<file path="config.mk">
export PLATFORM = sky130hd
export DESIGN_NAME = hazard_stall_ctrl
export DESIGN_NICKNAME = d
export VERILOG_FILES = /design/src/rtl/pipe_ctrl_pkg.sv /design/src/rtl/hazard_perf_cnt.sv /design/src/rtl/hazard_stall_ctrl.sv
export SDC_FILE = /design/constraint.sdc
export NUM_CORES = 1
export LEC_CHECK = 0
export BUFFER_PORTS_ARGS = -buffer_cell sky130_fd_sc_hd__buf_2
export CORE_MARGIN = 1.5
export CORE_UTILIZATION = 30
export DETAILED_ROUTE_END_ITERATION = 8
export PLACE_DENSITY_LB_ADDON = 0.15
export SLEW_MARGIN = 20
export SYNTH_ARGS = -nofsm -noshare
export SYNTH_HDL_FRONTEND = slang
export SYNTH_SLANG_ARGS = --single-unit
</file>
<file path="constraint.sdc">
create_clock -name clk -period 2.02 [get_ports clk]
set_input_delay 0.303 -clock clk [delete_from_list [all_inputs] [get_ports clk]]
set_output_delay 0.303 -clock clk [all_outputs]
set_load 0.03 [all_outputs]
</file>
<file path="src/rtl/pipe_ctrl_pkg.sv">
// pipe_ctrl_pkg: shared pipeline-control encodings, hazard FSM states and register-index width
package pipe_ctrl_pkg;
  localparam int REG_AW = 5;
  localparam logic [1:0] WB_MEM = 2'b00;
  localparam logic [1:0] WB_ALU = 2'b01;
  localparam logic [1:0] WB_PC4 = 2'b10;
  typedef enum logic [1:0] {HZ_RUN, HZ_LU_STALL, HZ_FLUSH} hz_state_e;
endpackage

</file>
<file path="src/rtl/hazard_perf_cnt.sv">
// hazard_perf_cnt: saturating 32-bit stall/flush cycle counter pair, cleared by rst
module hazard_perf_cnt (
  input  logic        clk,
  input  logic        rst,
  input  logic        stall_inc,
  input  logic        flush_inc,
  output logic [31:0] stall_cnt,
  output logic [31:0] flush_cnt
);
  logic [31:0] stall_q, stall_d, flush_q, flush_d;
  // count each qualifying cycle, holding at all-ones instead of wrapping
  always_comb begin
    stall_d = (stall_inc && stall_q != '1) ? stall_q + 32'd1 : stall_q;
    flush_d = (flush_inc && flush_q != '1) ? flush_q + 32'd1 : flush_q;
  end
  // counter registers
  always_ff @(posedge clk) begin
    if (rst) begin
      stall_q <= '0;
      flush_q <= '0;
    end else begin
      stall_q <= stall_d;
      flush_q <= flush_d;
    end
  end
  assign stall_cnt = stall_q;
  assign flush_cnt = flush_q;
endmodule

</file>
<file path="src/rtl/hazard_stall_ctrl.sv">
// hazard_stall_ctrl: load-use stall / taken-branch flush control; HAZARD_PERF_CNT_EN adds perf counters
module hazard_stall_ctrl
  import pipe_ctrl_pkg::*;
#(
  parameter int LOAD_STALL   = 1,
  parameter int FLUSH_CYCLES = 2
) (
  input  logic              clk,
  input  logic              rst,
  input  logic [REG_AW-1:0] id_rs1,
  input  logic [REG_AW-1:0] id_rs2,
  input  logic              id_use_rs1,
  input  logic              id_use_rs2,
  input  logic [REG_AW-1:0] ex_rd,
  input  logic              ex_regwrite,
  input  logic [1:0]        ex_wbsel,
  input  logic              ex_branch_taken,
  output logic              bubble_sel,
  output logic              pc_we,
  output logic              if_id_we,
  output logic              if_id_flush
`ifdef HAZARD_PERF_CNT_EN
  ,
  output logic [31:0]       perf_stall_cnt,
  output logic [31:0]       perf_flush_cnt
`endif
);
  if (LOAD_STALL < 1 || LOAD_STALL > 7) begin : g_ls_chk
    $error("LOAD_STALL must be in 1..7");
  end
  if (FLUSH_CYCLES < 1 || FLUSH_CYCLES > 3) begin : g_fc_chk
    $error("FLUSH_CYCLES must be in 1..3");
  end
  localparam logic [2:0] LS_INIT = (LOAD_STALL > 1) ? 3'(LOAD_STALL - 2) : 3'd0;
  localparam logic [2:0] FL_INIT = (FLUSH_CYCLES > 1) ? 3'(FLUSH_CYCLES - 2) : 3'd0;
  localparam logic [3:0] O_RUN = 4'b0110;
  localparam logic [3:0] O_STALL = 4'b1000;
  localparam logic [3:0] O_FLUSH = 4'b1111;
  localparam logic [3:0] O_RST = 4'b1001;
  hz_state_e  state_q, state_d;
  logic [2:0] cnt_q, cnt_d;
  logic       lu;
  logic [3:0] outs;
  // load-use: EX holds a load whose destination the ID instruction reads (x0 never hazards)
  always_comb begin
    lu = ex_regwrite && ex_wbsel == WB_MEM && ex_rd != '0 &&
         ((id_use_rs1 && id_rs1 == ex_rd) || (id_use_rs2 && id_rs2 == ex_rd));
  end
  // next state and outputs: Mealy in RUN, Moore while stalling or flushing; reset overrides outputs
  always_comb begin
    state_d = state_q;
    cnt_d   = cnt_q;
    outs    = O_RUN;
    case (state_q)
      HZ_RUN: begin
        if (ex_branch_taken) begin
          outs = O_FLUSH;
          if (FLUSH_CYCLES > 1) begin
            state_d = HZ_FLUSH;
            cnt_d   = FL_INIT;
          end
        end else if (lu) begin
          outs = O_STALL;
          if (LOAD_STALL > 1) begin
            state_d = HZ_LU_STALL;
            cnt_d   = LS_INIT;
          end
        end
      end
      HZ_LU_STALL: begin
        outs    = O_STALL;
        state_d = (cnt_q == '0) ? HZ_RUN : HZ_LU_STALL;
        cnt_d   = (cnt_q == '0) ? cnt_q : cnt_q - 3'd1;
      end
      HZ_FLUSH: begin
        outs    = O_FLUSH;
        state_d = (cnt_q == '0) ? HZ_RUN : HZ_FLUSH;
        cnt_d   = (cnt_q == '0) ? cnt_q : cnt_q - 3'd1;
      end
      default: state_d = HZ_RUN;
    endcase
    if (rst) outs = O_RST;
  end
  // state and countdown registers
  always_ff @(posedge clk) begin
    if (rst) begin
      state_q <= HZ_RUN;
      cnt_q   <= '0;
    end else begin
      state_q <= state_d;
      cnt_q   <= cnt_d;
    end
  end
  assign {bubble_sel, pc_we, if_id_we, if_id_flush} = outs;
`ifdef HAZARD_PERF_CNT_EN
  hazard_perf_cnt u_perf (
    .clk       (clk),
    .rst       (rst),
    .stall_inc (!rst && !pc_we),
    .flush_inc (!rst && if_id_flush),
    .stall_cnt (perf_stall_cnt),
    .flush_cnt (perf_flush_cnt)
  );
`endif
endmodule

</file>
* Word level (Yosys, flattened, before mapping)
Index checks and enable logic that the tools add are counted.
** Cells by class
- $add $sub $neg :: 1
- Equality and inequality tests :: 6
- Mux-type cells :: 11
- Reductions and logical operators :: 13
** Operator list (count)
- 4-bit 2-to-1 mux :: 3
- 4-bit case mux with 3 select lines :: 1
- 5-bit == test :: 2
- 3-bit 2-to-1 mux :: 2
- 2-bit case mux with 3 select lines :: 1
- 3-bit case mux with 2 select lines :: 1
- 1-bit logical AND :: 5
- 5-bit nonzero test :: 1
- 2-bit zero test :: 2
- 2-bit 2-to-1 mux :: 2
- 2-bit inequality test (second input constant) :: 2
- 3-bit zero test :: 1
- 3-bit AND reduction :: 1
- 3-bit by 1-bit subtractor with 3-bit output (second input constant) :: 1
- 2-bit by 1-bit == test with 1-bit output (second input constant) :: 1
- 2-bit == test (second input constant) :: 1
- 2-bit nonzero test :: 1
- 2-bit OR reduction :: 1
- 1-bit logical OR :: 1
- 1-bit 2-to-1 mux :: 1
** Word-level totals
- Flip-flop bits (word level) :: 5
- Input bits :: 23
- Output and inout bits :: 4
- Logic and storage cells :: 33

* Depth between registers and ports, before layout
Gate-level depths: netlist of run 1.
- Depth in word-level cells :: 8
- Gate-level depth with buffers :: 7
- Depth with buffers taken out :: 6

* Worst setup path before layout of run 1
OpenSTA, ideal clock, no wires.
- Path type :: reg2out
- From :: register state_q[0]
- To :: output pc_we
- Arrival time :: 1.869 ns
- Data required time :: 1.717 ns
- Slack :: -0.152 ns
- Stages on the path, launching flop included :: 8
- Buffers on the path :: 1
- Path through :: dfxtp_1 > inv_1 > ha_1 > nor2b_1 > a221o_1 > nor2_1 > a21oi_1 > buf_4
** Between the ends
- Word-level cells in the longest chain between the ends :: 3
- Elaborated cells on any way between the ends :: 5
- Those cells by class :: eq/ne (2); mux (2); reduce/logical (1)
** Ends and longest elaborated chain
- start: declaration :: RTL line hazard_stall_ctrl.sv:40 : hz_state_e state_q, state_d;
- start signal: assignment :: RTL line hazard_stall_ctrl.sv:90 : state_q <= state_d;
- 2-bit == test (tied with other cells) :: RTL line hazard_stall_ctrl.sv:54 : case (state_q)
- 4-bit case mux with 3 select lines * :: RTL line hazard_stall_ctrl.sv:54
- 4-bit 2-to-1 mux * :: RTL line hazard_stall_ctrl.sv:82 : if (rst) outs = O_RST;
- end: declaration :: RTL line hazard_stall_ctrl.sv:19 : output logic pc_we,
Every way passes the cells marked *; elsewhere a longest branch is shown, timed or not.

* Worst setup path in the final report of run 1
- From :: input ex_rd[1]
- To :: output bubble_sel
** Between the ends
- Word-level cells in the longest chain between the ends :: 8
- Elaborated cells on any way between the ends :: 12
- Those cells by class :: eq/ne (2); mux (4); reduce/logical (6)
** Ends and longest elaborated chain
- start: declaration :: RTL line hazard_stall_ctrl.sv:14 : input logic [REG_AW-1:0] ex_rd,
- 5-bit == test :: RTL line hazard_stall_ctrl.sv:47 : ((id_use_rs1 && id_rs1 == ex_rd) || (id_use_rs2 && id_rs2 == ex_rd));
- 1-bit logical AND :: RTL line hazard_stall_ctrl.sv:47
- 1-bit logical OR :: RTL line hazard_stall_ctrl.sv:47
- 1-bit logical AND * :: RTL line hazard_stall_ctrl.sv:46 : lu = ex_regwrite && ex_wbsel == WB_MEM && ex_rd != '0 &&
- 4-bit 2-to-1 mux * :: RTL line hazard_stall_ctrl.sv:62 : end else if (lu) begin
- 4-bit 2-to-1 mux * :: RTL line hazard_stall_ctrl.sv:56 : if (ex_branch_taken) begin
- 4-bit case mux with 3 select lines * :: RTL line hazard_stall_ctrl.sv:54
- 4-bit 2-to-1 mux * :: RTL line hazard_stall_ctrl.sv:82
- end: declaration :: RTL line hazard_stall_ctrl.sv:18 : output logic bubble_sel,
Marked as above.

==> run_results.csv, run 1 <==
group,metric,value,unit
floorplan,fp.dieH,45,um
grt,grt_pass1_vias,526,
placement,dp_cells,110,
timing,finalMaxSlewViolations,0,
grt,antenna_found_initial,0,
route,routed_via_density,4.83,
layout,final_area,786,um^2
timing,finalHoldViolCount,0,
setup_path,crit_required,1720,ps
floorplan,io_pins,27,
clock_network,cts_root_buffer,"clkbuf_4",
setup_path,worstReg2RegStart,"cnt_q[0]",
clock_network,h-tree-depth,1,
synth,ys_seq_area_frac,0.189,
synth,yosysUniqueCellTypes,21,
grt,grt-ovfl-total,0,
timing,setup_violations,0,
clock_network,worstSkewPairLatency,240,ps
timing,grt_setup_unrepaired,"yes",
synth,synth_area,529,um^2
synth,yosys_warnings,0,
layout,syn_to_final_growth,48.5,%
floorplan,start_util,0.336,
setup_path,critical_path.max_fanout,3,
clock_network,cts_buffer_depth,2,
grt,grt_usage,0.138,
setup_path,worstSetupStartpointType,"input pin",
timing,slew-limit-headroom,0.738,
route,wl,1.22,mm
setup_path,crit_type,"in -> out",
synth,syn_avg_cell_area,7.90,um^2
floorplan,rows,14,
floorplan,die-area,2030,um^2
route,drc,0,
route,first_pass_iters,3,
pwr,ir_worst_vdd,345,uV
setup_path,arrival,1660,ps
job,cap_violations,0,
route,ant_nets,0,
pwr,p_leak,0.343,nW
synth,synth.net_count,96,
pwr,power_density,454,nW/um^2
worst_hold_path,hold_start,"rst",
status,status,"finished clean",
clock_network,numCtsBuffers,3,
route,drtIter0Drc,9,
synth,synth_seq_cells,5,
placement,port_buffers,26,
placement,place_congestion,0.693,
setup_path,rrSetupSlack,510,ps
clock_network,clkSlewWorstSetupHoldPaths,40,ps
layout,drive_above_1_share,0.465,
layout,layoutNonFillerInstCount,117,
grt,grt_start_max_net_pins,9,
layout,antennaDiodeCount,0,
timing,holdWs,334,ps
layout,num-fill-cells,165,
timing,max_freq,509,MHz
synth,synth_cells,67,
timing,setup_ws,56.9,ps
setup_path,crit_start,"ex_rd[1]",
grt,grt_pass1_wl,2.11,mm
worst_hold_path,hold_path_class,"in -> reg",
placement,post-place-ws,77.6,ps
floorplan,fp.dieW,45,um
timing,post-route-period-util,0.972,
route,via_count,565,
clock_network,cts_hold_buf,0,
clock_network,cts_tree,"done",
timing,min_period,1960,ps
timing,worstMarginPinSlew,392,ps
setup_path,end_kind,"output pin",
route,wire_per_inst,10.5,um
placement,hpwl,999,um
timing,fin_skew,0.372,ps
placement,dpl_cell_area,694,um^2
floorplan,core,1580,um^2
layout,layout.nets,131,
layout,area.sequential,103,um^2
clock_network,clock_sink_count,5,
layout,multi_input_area,428,um^2
## placed cells by master (no fill, tap or decap)
master and n:
dfxtp_1 3, nor2b_1 1, buf_4 7, nor4b_1 4, ha_2 1, clkbuf_4 3
o211ai_2 1, o22ai_1 1, o21bai_1 1, or2_2 1, buf_2 23, ha_1 4
inv_1 3, nor2_2 1, a211o_1 2, or4_4 1, a22oi_1 1, a21oi_1 5
xnor2_1 10, buf_6 2, nand2_1 2, ha_4 1, clkbuf_1 1, nand4_1 2
inv_2 2, a221o_1 2, nor2b_4 1, a21oi_2 1, nor3_1 1, dfxtp_2 2
nor2_1 11
## power breakdown
part | total, W | leakage [nW] | switching [W] | internal, W
clock | 0.000113 | 0.0150 | 0.0000386 | 0.0000745
sequential | 0.000102 | 0.0413 | 0.000000965 | 0.000101
combinational | 0.000142 | 0.287 | 0.0000691 | 0.0000726
## area by class of cell
type                            instances  share of cell area
Tap cell                               16              0.0255
Multi-Input combinational cell         55               0.545
Inverter                                5              0.0239
Sequential cell                         5               0.131
Clock buffer                            4              0.0334
Timing Repair Buffer                   32               0.242
## per-layer routing
layer | GRT usage | vias up | share of wire | wire length [um]
li1 | - | 306 | - | -
met1 | 0.189 | 241 | 0.49 | 604
met2 | 0.214 | 16 | 0.45 | 547
met3 | 0.0240 | 2 | 0.047 | 57
met4 | 0.0529 | 0 | 0.011 | 13
met5 | 0 | - | 0 | 0
## worst max-delay path, stage by stage
cell	delay (ps)
buf_2	120
or4_4	530
o211ai_2	180
nor2_1	70
a211o_1	290
buf_4	170
## synthesized netlist by cell type
cell / number / area [um^2]
a211o_1: 2 / 17.5
buf_1: 1 / 3.75
nor2_1: 12 / 45.0
a221o_1: 2 / 20.0
xnor2_1: 10 / 87.6
nor4b_1: 4 / 35.0
nand4_1: 2 / 12.5
a21oi_1: 6 / 30.0
buf_4: 1 / 7.51
nor3_1: 1 / 5.00
nand2_1: 2 / 7.51
a22oi_1: 1 / 7.51
ha_1: 6 / 75.1
nor2b_1: 2 / 12.5
or4_4: 1 / 11.3
or2_2: 1 / 6.26
o21bai_1: 1 / 7.51
o22ai_1: 1 / 6.26
o211ai_2: 1 / 12.5
dfxtp_1: 5 / 100
inv_1: 5 / 18.8
## registers in the layout (all words and copies together), names as in the netlist
register	cells
state_q	2
cnt_q	3
## logic make-up (layout without fill, tap and decap cells)
family                   after synthesis  in the layout  synth area share
adder cells (fa/ha/maj)                6              6             0.142
AO/OA/AOI/OAI                         14             14             0.192
flip-flops                             5              5             0.189
XOR/XNOR                              10             10             0.165
buffers and inverters                  7             41            0.0567
AND/OR/NAND/NOR                       25             25             0.255
## stage by stage
step                total power, W  utilization  TNS [ps]
floorplan                 0.000181            -         0
global placement          0.000225        0.440         0
detailed placement        0.000226        0.440         0
CTS                       0.000351        0.472         0
global route              0.000380        0.498    -0.394
finish                    0.000357        0.498         0
## repair_timing
action,CTS,global route
endpoints found under the setup margin,3,3
resized for setup,6,10
setup buffers,1,2
pin swaps,3,3
endpoints found under the hold margin,0,0
## path summary, 6_finish.rpt
kind           endpoint  depth (start not counted)
max          bubble_sel                          6
min          state_q[0]                          2
max reg2reg    cnt_q[2]                          6
min reg2reg    cnt_q[2]                          2
No activity file was read; power rests on OpenSTA's default activity.
==> run 2: changes to the inputs <==
ABC_AREA = 1   (was default)
==> run 2 against run 1 <==
  * Via count is 21% higher
  * Wire length is 1.6% higher
  * Clock skew is 2.5 ps higher
  * Core utilization is 6.1 points lower
  * Final cell count is 41% higher
  * Sequential power is 17% higher
  * Largest cell class unchanged
  * Highest routed layer is now met3
==> run_results.csv, run 2 <==
group,metric,value,unit
status,status,"finished clean",
layout,layout.nets,170,
layout,largest_reg_flops,3,
synth,syn_avg_cell_area,5.39,um^2
grt,grt_usage,0.122,
synth,ys_seq_area_frac,0.167,
route,routed_via_density,4.14,
layout,fin_util,0.438,
timing,min_period,1880,ps
route,wl,1.24,mm
clock_network,cts_root_buffer,"clkbuf_4",
floorplan,die-area,2270,um^2
grt,grt_pass1_vias,551,
layout,drive_above_1_share,0.243,
floorplan,fp.dieW,47.7,um
layout,top_regs,"cnt_q (3), state_q (2)",
clock_network,cts_buffer_depth,2,
grt,grt-ovfl-total,0,
floorplan,fp.dieH,47.7,um
timing,holdWs,330,ps
route,drc,0,
synth,synth_most_common_cell,"nand2_1",
synth,synth_area_leaders,"nand2_1, dfxtp_1, inv_1, ha_1, nor2_1",
pwr,p_leak,0.487,nW
synth,synth_edf_count,0,
layout,syn_to_final_growth,31.8,%
job,cap_violations,0,
pwr,power,0.000430,W
layout,num-fill-cells,213,
placement,place_congestion,0.794,
floorplan,io_pins,27,
layout,largest-register,"cnt_q",
synth,ys_top_cells_by_count,"nand2_1, inv_1, nor2_1",
clock_network,h-tree-depth,1,
route,wire_per_inst,7.53,um
grt,antenna_found_initial,0,
pwr,ir_worst_vdd,416,uV
worst_hold_path,hold_path_class,"in -> reg",
clock_network,cts_tree,"done",
setup_path,arrival,1580,ps
setup_path,crit_start,"state_q[0]",
floorplan,start_util,0.332,
grt,grt_pass1_wl,1.98,mm
timing,setup-tns-final,0,ps
layout,final_cell_mix,"nand2_1, inv_1, buf_2, nor2_1, ha_1",
layout,final_common_cell,"nand2_1",
pwr,power_density,545,nW/um^2
synth,async_reset_ff_frac,0,
layout,antennaDiodeCount,0,
setup_path,crit_type,"reg -> out",
route,first_pass_iters,4,
synth,synthFlopType,"dfxtp_1",
timing,grt_setup_unrepaired,"yes",
setup_path,worstReg2RegStart,"state_q[0]",
setup_path,rrSetupSlack,500,ps
synth,synth_top_area_share,0.251,
route,drtIter0Drc,8,
timing,fin_skew,2.83,ps
clock_network,numCtsBuffers,3,
clock_network,clkSlewWorstSetupHoldPaths,40,ps
timing,finalMaxSlewViolations,0,
timing,setup_violations,0,
floorplan,rows,15,
timing,finalHoldViolCount,0,
setup_path,crit_required,1720,ps
placement,hpwl,1.09,mm
synth,synth_area,598,um^2
synth,yosys.area.top_type,"nand2_1",
setup_path,end_kind,"output pin",
worst_hold_path,hold_start,"rst",
setup_path,worstSetupStartpointType,"flip-flop",
layout,multi_input_area,404,um^2
placement,port_buffers,26,
route,via_count,683,
grt,grt_start_max_net_pins,8,
clock_network,clock_sink_count,5,
layout,area.sequential,101,um^2
setup_path,critical_path.max_fanout,4,
synth,synth_seq_cells,5,
synth,synth_cells,111,
timing,worstMarginPinSlew,248,ps
synth,synth.net_count,140,
route,ant_nets,0,
synth,yosys_warnings,0,
floorplan,core,1800,um^2
timing,slew-limit-headroom,0.835,
timing,post-route-period-util,0.933,
synth,yosysUniqueCellTypes,15,
timing,max_freq,531,MHz
clock_network,worstSkewPairLatency,230,ps
## run 2: changes by cell type in the layout (fill, tap and decap cells not counted), sizes merged, moves of 2 or more
cell | before | now
buf | 32 | 26
a211o | 2 | 0
inv | 5 | 24
o21ai | 0 | 2
nor4b | 4 | 0
a221o | 2 | 0
nor2b | 2 | 0
a211oi | 0 | 3
nand3 | 0 | 4
nor2 | 12 | 17
xnor2 | 10 | 0
nand2 | 2 | 40
## run 2: timing repair
action | 4_1_cts | 5_1_grt
setup endpoints to repair | 0 | 3
hold endpoints to repair | 0 | 0
hold buffers | 0 | 0
setup buffers | 0 | 0
resized for setup | 0 | 5
## run 2: final timing paths
check | cells after the start | endpoint
setup / recovery | 9 | if_id_we
hold / removal | 2 | state_q[1]
setup reg to reg | 7 | cnt_q[0]
hold reg to reg | 2 | cnt_q[1]
## run 2: cell families (layout without fill, tap and decap cells)
family                   count (synthesis)  in the layout  synth area share
AND/OR/NAND/NOR                         63             63             0.418
buffers and inverters                   25             54             0.163
AO/OA/AOI/OAI                           12             12             0.126
adder cells (fa/ha/maj)                  6              6             0.126
flip-flops                               5              5             0.167
## run 2: per-stage QoR
stage / worst slack, ps / std cells / area (um^2)
6_report: 136 / 165 / 788
5_1_grt: -15.4 / 165 / 788
4_1_cts: 83.9 / 165 / 782
3_5_place_dp: 343 / 161 / 756
3_3_place_gp: 333 / 161 / 756
2_1_floorplan: 202 / 111 / 602
## run 2: area by class of cell
type | count | share of cell area
clock buffers | 4 | 0.0333
inverters | 24 | 0.114
multi-input cells | 81 | 0.513
flip-flops and latches | 5 | 0.129
well taps | 25 | 0.0397
repair buffers | 26 | 0.171
## run 2: per-layer routing
| metal | track usage | vias up | part of all wire | routed length (um) |
|---|---|---|---|---|
| met3 | 0.0226 | 0 | 0.037 | 46 |
| met4 | 0.0486 | 0 | 0 | 0 |
| li1 | - | 394 | - | - |
| met2 | 0.203 | 15 | 0.42 | 516 |
| met5 | 0 | - | 0 | 0 |
| met1 | 0.155 | 274 | 0.55 | 681 |
## run 2: critical path, stage by stage (launching register included)
cell,delay [ps]
dfxtp_1,370
inv_1,90
ha_1,220
inv_1,120
nor2_1,60
nand2_1,80
nand2_1,50
nor2_1,110
a21oi_2,80
buf_4,160
## run 2: where the power goes
group | internal [W] | leakage (nW) | switching, W
Sequential | 0.000113 | 0.0414 | 0.00000608
Clock | 0.0000744 | 0.0150 | 0.0000361
Combinational | 0.0000810 | 0.430 | 0.000119
Total | 0.000268 | 0.487 | 0.000161
==> run 3: changes to the inputs <==
CORE_UTILIZATION = 43   (was 30)
clock period = 1.95 ns   (was 2.02 ns; I/O delays follow)
==> run 3 against run 2 <==
  * Sequential share of layout area stayed put
  * Via count is 3.2% higher
  * Clock skew is 1.8 ps lower
  * Final cell count decreased by 6.1%
  * Sequential power rose by 3%
  * Non-clock buffer count unchanged
  * Global-route usage up 4.0 points
  * First-iteration DRC count shrank 13%
  * Count of clock-buffer cells in the layout did not move
  * Wire length rose by 3.2%
  * Setup slack worse by 35 ps
  * Largest power group unchanged
==> run_results.csv, run 3 (synthesis results as in run 2) <==
group,metric,value,unit
status,status,"finished clean",
route,drc,0,
setup_path,endpoint,"if_id_we",
pwr,power_density,577,nW/um^2
placement,post-place-ws,274,ps
floorplan,die-area,1620,um^2
timing,setup_ws,101,ps
floorplan,core,1300,um^2
pwr,seqPwrFrac,0.271,
worst_hold_path,hold_depth,2,
grt,grt_pass1_wl,1.82,mm
route,drtIter0Drc,7,
timing,post-route-period-util,0.948,
pwr,p_sw,0.000172,W
timing,min_period,1850,ps
timing,fin_skew,1.06,ps
clock_network,cts_buffer_depth,2,
setup_path,crit_required,1660,ps
setup_path,end_kind,"output pin",
setup_path,r2r-end,"cnt_q[2]",
timing,worstMarginPinSlew,245,ps
setup_path,crit_start,"state_q[0]",
layout,top_regs,"cnt_q (3), state_q (2)",
clock_network,h-tree-depth,1,
clock_network,cts_root_buffer,"clkbuf_4",
setup_path,rrSetupSlack,470,ps
setup_path,worstReg2RegStart,"state_q[0]",
setup_path,worstSetupStartpointType,"flip-flop",
clock_network,cts_hold_buf,0,
setup_path,crit_type,"reg -> out",
pwr,internal_power,0.000283,W
grt,antenna_found_initial,0,
floorplan,rows,13,
layout,largest-register,"cnt_q",
route,routed_via_density,4.55,
route,wire_per_inst,8.28,um
setup_path,reg2reg_depth,6,
timing,finalMaxSlewViolations,0,
timing,slew-limit-headroom,0.837,
floorplan,io_pins,27,
layout,drive_above_1_share,0.264,
clock_network,numCtsBuffers,3,
route,ant_nets,0,
pwr,p_leak,0.488,nW
pwr,comb_power_share,0.478,
layout,antennaDiodeCount,0,
floorplan,fp.dieW,40.3,um
setup_path,arrival,1560,ps
layout,final_common_cell,"nand2_1",
clock_network,clkSlewWorstSetupHoldPaths,40,ps
pwr,p_clk_frac,0.251,
route,first_pass_iters,4,
setup_path,critical_path.max_fanout,4,
route,wl,1.28,mm
route,via_count,705,
clock_network,cts_setup_buffers,0,
timing,holdWs,327,ps
grt,grt_pass1_vias,520,
layout,layout.nets,170,
placement,hpwl,1.10,mm
floorplan,fp.dieH,40.3,um
clock_network,worstSkewPairLatency,230,ps
layout,final_cell_mix,"nand2_1, buf_2, inv_1, nor2_1",
timing,max_freq,541,MHz
grt,grt_start_max_net_pins,8,
placement,port_buffers,26,
timing,finalHoldViolCount,0,
floorplan,start_util,0.460,
job,cap_violations,0,
worst_hold_path,hold_path_class,"in -> reg",
layout,syn_to_final_growth,31.8,%
timing,setup_violations,0,
pwr,ir_worst_vdd,351,uV
clock_network,cts_tree,"done",
grt,grt-ovfl-total,0,
grt,grt_usage,0.162,
pwr,swShare,0.378,
placement,place_congestion,0.724,
layout,largest_reg_flops,3,
clock_network,clock_sink_count,5,
==> run 3: cell counts in the layout (fill, tap and decap cells not counted) <==
No cell type changed its count.
==> run 3: layout make-up <==
type | instances | area [um^2]
fill | 142 | 513
timing repair buffer | 26 | 143
multi-input combinational | 81 | 409
inverter | 24 | 90.1
clock buffer | 4 | 26.3
sequential | 5 | 101
tap | 15 | 18.8
==> run 3: power by group through the flow <==
stage | combinational [W] | clock (W) | sequential (W)
2_1_floorplan | 0.000151 | 0 | 0.000123
3_3_place_gp | 0.000202 | 0 | 0.000124
3_5_place_dp | 0.000208 | 0 | 0.000124
4_1_cts | 0.000208 | 0.000120 | 0.000122
5_1_grt | 0.000244 | 0.000122 | 0.000124
6_report | 0.000217 | 0.000114 | 0.000123
==> run 3: how the worst min path moves through the flow <==
stage,to,startpoint,slack (ps)
after global routing,state_q[1],rst,340
after global placement,cnt_q[1],cnt_q[1],460
after floorplan,state_q[0],rst,360
after detailed placement,cnt_q[1],cnt_q[1],460
final,state_q[1],rst,330
after CTS,state_q[1],rst,320
==> run 3: routing by layer <==
metal  part of all wire  vias to the layer above  track usage
met1               0.47                      295        0.180
met2               0.47                       15        0.315
li1                   -                      393            -
met5                  0                        -            0
met4              0.011                        0       0.0750
met3              0.049                        2            0
==> run 3: critical path, cell delays in order, from the launching register on <==
cell	delay, ps
dfxtp_1	330
inv_2	80
ha_2	180
inv_1	80
nor2_2	110
nand2_1	70
nand2_1	60
nor2_1	50
a21oi_2	190
buf_6	160
==> run 3: per-stage QoR <==
stage | std cells | setup TNS, ps | util | cell area, um^2 | power, W
after global routing | 155 | -1.77 | 0.606 | 788 | 0.000491
after floorplan | 111 | 0 | - | 602 | 0.000273
final | 155 | 0 | 0.606 | 788 | 0.000455
after detailed placement | 151 | 0 | 0.571 | 743 | 0.000332
after CTS | 155 | 0 | 0.591 | 769 | 0.000450
after global placement | 151 | 0 | 0.571 | 743 | 0.000326
==> run 3: what timing repair did <==
item,CTS,global route
hold endpoints to repair,0,0
endpoints found under the setup margin,0,3
gates resized for setup,0,10
